[src/rtl/fifo_pop_packer.sv]
// Packs RATIO FIFO words into one wide valid/ready beat; out_valid rises the cycle after the last pop or flush.
// Backpressure: a held beat stalls popping until out_ready, and the handshake cycle may pop the next word into lane 0.
module fifo_pop_packer #(
  parameter int WIDTH  = 8,
  parameter int RATIO  = 4,
  parameter int CNTWID = $clog2(RATIO + 1)
) (
  input  logic                    clk,
  input  logic                    rst,
  input  logic                    fifo_empty,
  input  logic [WIDTH-1:0]        fifo_data,
  output logic                    fifo_pop,
  input  logic                    flush,
  output logic                    out_valid,
  input  logic                    out_ready,
  output logic [WIDTH*RATIO-1:0]  out_data,
  output logic [CNTWID-1:0]       out_count
);

  typedef enum logic {FILL, HOLD} state_t;

  state_t                   state, state_nxt;
  logic [CNTWID-1:0]        cnt, cnt_nxt, base_cnt;
  logic [WIDTH*RATIO-1:0]   acc, acc_nxt, base_acc;
  logic                     handshake;

  assign fifo_pop  = !rst && !fifo_empty && (state == FILL || out_ready);
  assign handshake = (state == HOLD) && out_ready;

  assign out_valid = (state == HOLD);
  assign out_data  = (state == HOLD) ? acc : '0;
  assign out_count = (state == HOLD) ? cnt : '0;

  always_ff @(posedge clk) begin
    if (rst) begin
      state <= FILL;
      cnt   <= '0;
      acc   <= '0;
    end else begin
      state <= state_nxt;
      cnt   <= cnt_nxt;
      acc   <= acc_nxt;
    end
  end

  always_comb begin
    state_nxt = state;
    base_cnt  = cnt;
    base_acc  = acc;
    // A handshake empties the accumulator before the same-cycle pop is placed.
    if (handshake) begin
      state_nxt = FILL;
      base_cnt  = '0;
      base_acc  = '0;
    end
    cnt_nxt = base_cnt;
    acc_nxt = base_acc;
    if (fifo_pop) begin
      cnt_nxt = base_cnt + CNTWID'(1);
      for (int k = 0; k < RATIO; k++) begin
        if (base_cnt == CNTWID'(k)) acc_nxt[k*WIDTH +: WIDTH] = fifo_data;
      end
    end
    if (state == FILL) begin
      if (cnt_nxt == CNTWID'(RATIO)) state_nxt = HOLD;
      if (flush && cnt_nxt != '0)    state_nxt = HOLD;
    end
  end

endmodule

[config.mk]
export PLATFORM = sky130hd
export DESIGN_NAME = fifo_pop_packer
export DESIGN_NICKNAME = d
export VERILOG_FILES = /design/src/rtl/fifo_pop_packer.sv
export SDC_FILE = /design/constraint.sdc
export NUM_CORES = 1
export LEC_CHECK = 0
export ABC_AREA = 1
export BUFFER_PORTS_ARGS = -buffer_cell sky130_fd_sc_hd__buf_2
export CAP_MARGIN = 10
export CORE_ASPECT_RATIO = 1.25
export CORE_MARGIN = 4
export CORE_UTILIZATION = 47
export DETAILED_ROUTE_END_ITERATION = 8
export GPL_ROUTABILITY_DRIVEN = 0
export PLACE_DENSITY = 0.77
export SLEW_MARGIN = 20
export SYNTH_ARGS = -nofsm -noshare
export SYNTH_HDL_FRONTEND = slang
export SYNTH_SLANG_ARGS = --single-unit
[constraint.sdc]
create_clock -name clk -period 1.79 [get_ports clk]
set_input_delay 0.0895 -clock clk [delete_from_list [all_inputs] [get_ports clk]]
set_output_delay 0.0895 -clock clk [all_outputs]
set_load 0.1 [all_outputs]
==> results.toml <==
[timing]
slew_violations = 0
hold_viol = 0
finalClockSkew_ps = 4.290
whs_ps = 40.10
min_period_over_period = 0.9281
tightest_slew_ps = 490.1
rsz0062_at_grt = "false"
post-route-min-period_ps = 1661
tns_ps = 0
fmax_mhz = 601.9
slew_headroom = 0.6755
setup_viol = 0

[placed_design]
io_buffers = 49
dp_hpwl_mm = 3.029

[yosys]
synth-seq-area-share = 0.3895
synth.distinct_cells = 27
netlist_area_um2 = 1851
synth_top_area_frac = 0.3895
syn_avg_cell_area_um2 = 7.090
ys_seq_elements = 36
synth-edff-count = 0
ys_top_cells_by_area = "dfxtp_1 39%, nand2_1 11%, a21oi_1 8.4%"
synth.most_common_cell = "nand2_1"
netlist_instances = 261
synth_flop_cell = "dfxtp_1"
ys_top_cells_by_count = "52 x nand2_1, 41 x inv_1, 36 x dfxtp_1, 31 x a21oi_1, 29 x nor2_1"
yosysWarnings = 0
syn_nets = 279
yosysTopAreaCell = "dfxtp_1"
async_flop_share = 0

[power]
p_int_mw = 1.189
comb_power_share = 0.204
power_density_nw_per_um2 = 771.9
p_clk_frac = 0.302
power.leakage_nw = 1.313
power_frac_seq = 0.493
peakVddDrop_mv = 0.3711
power_mw = 1.737
swShare = 0.3151
net-switching-power_mw = 0.5471

[die]
core_um2 = 3785
fp.dieW_um = 64.13
fp.dieH_um = 78.16
die-area_um2 = 5012
rows = 25
start_util = 0.4889
pin_count = 50

[final_layout]
fin_nets = 329
final_util = 0.5944
fillCellCount = 399
antennaDiodeCount = 0
layout-drive-gt1-share = 0.2797
area_growth_pct = 21.57

[grt]
grt_pass1_vias = 1643
antenna_found_initial = 0
overflow = 0
grt_usage = 0.1762
grt_max_degree = 34
grt_pass1_wl_mm = 7.079

[route]
drtIter0Drc = 84
num_vias = 1717
drc = 0
detail-route-antenna-nets = 0
wl_per_cell_um = 11.01
viasPerCell = 4.704
finalWirelength_mm = 4.017
first_pass_iters = 4

[run_status]
outcome = "complete, no violations"

[setup_path]
cp.depth = 5
crit_type = "reg2out"
r2r_cells = 11
slowest_stage = "clkbuf_4"
worst-path-max-fanout = 15
arrival_ps = 1570
critPathBufInv = 3
end_kind = "output pin"
crit_family = "buffers and inverters"
worst_path_largest_cell_delay_ps = 380
startpoint_type = "register"
critPathRequiredTime_ps = 1700
path_cells = "buf_4 -> inv_1 -> nor2_2 -> nor2_8 -> clkbuf_4"

[clocking]
numCtsBuffers = 5
clock_latency_ps = 280
clock-root-buffer = "clkbuf_8"
h-tree-depth = 2
postCtsSetupBuffers = 0
clk_path_buf_depth = 2
cts_tree = "yes"
cts_resized = 0
clk_pin_slew_ps = 60
hold_buffers = 0
clock-sinks = 36

[worst_hold_path]
min_delay_path_depth = 2
min-delay-path-class = "in2reg"

[run]
maxCapViolCount = 0
==> cell usage in the layout, fill, tap and decap left out, types with 2 or more instances in the layout <==
cell type	count
nand2_1	51
buf_2	48
inv_1	40
dfxtp_1	35
a21oi_1	31
nor2_1	29
o21ai_1	16
o21ai_0	13
nand2_4	5
clkbuf_8	5
buf_4	5
ha_1	4
inv_2	3
nand3_4	3
nand2_2	3
o21ai_2	2
clkinv_4	2
a21oi_2	2
clkinv_2	2
nand3b_1	2
==> cells by family (layout without fill, tap and decap cells) <==
family / Yosys count / after routing / synth area share
AO/OA/AOI/OAI: 64 / 64 / 0.1812
adder cells (fa/ha/maj): 5 / 5 / 0.03381
buffers and inverters: 57 / 107 / 0.1312
flip-flops: 36 / 36 / 0.3895
AND/OR/NAND/NOR: 99 / 99 / 0.2644
==> final cells by class <==
| type | count | area (µm²) | area share |
|---|---|---|---|
| tap | 54 | 67.56 | 0.03003 |
| clock inverter | 1 | 5.005 | 0.002225 |
| inverter | 46 | 183.9 | 0.08176 |
| multi-input combinational | 168 | 910.9 | 0.4049 |
| timing repair buffer | 54 | 285.3 | 0.1268 |
| sequential | 36 | 724.4 | 0.3220 |
| clock buffer | 6 | 72.57 | 0.03226 |
==> state kept, by name, indices dropped and copies added, names as in the netlist <==
| signal | flops |
|---|---|
| acc | 32 |
| cnt | 3 |
| out_valid | 1 |
==> routing by layer <==
| layer | global-route usage | share of wire |
|---|---|---|
| met3 | 0.03863 | 0.061 |
| met4 | 0.07188 | 0.017 |
| met1 | 0.2014 | 0.42 |
| met5 | 0 | 0 |
| met2 | 0.3133 | 0.50 |
==> power by group through the flow <==
stage / combinational [mW] / clock, mW / sequential (mW)
after global routing: 0.393 / 0.573 / 0.859
after detailed placement: 0.357 / 0 / 0.875
final: 0.355 / 0.525 / 0.857
after floorplan: 0.269 / 0 / 0.886
after global placement: 0.352 / 0 / 0.875
after CTS: 0.358 / 0.544 / 0.857
==> through the flow <==
step,cells,cell area [µm²],worst slack [ps]
detailed placement,358,2170,167.4
global placement,358,2170,257.8
floorplan,261,1882,-61.31
global route,365,2250,53.94
finish,365,2250,128.6
CTS,365,2247,15.79
==> final timing paths <==
| check | start | to | slack, ps |
|---|---|---|---|
| worst min-delay path | rst | cnt[1]$_SDFF_PP0_ | 40 |
| worst max register to register | out_valid$_SDFF_PP0_ | out_valid$_SDFF_PP0_ | 170 |
| worst min register to register | acc[29]$_SDFF_PP0_ | acc[29]$_SDFF_PP0_ | 460 |
| worst max-delay path | out_valid$_SDFF_PP0_ | fifo_pop | 130 |
(Power assumes the default switching activity.)
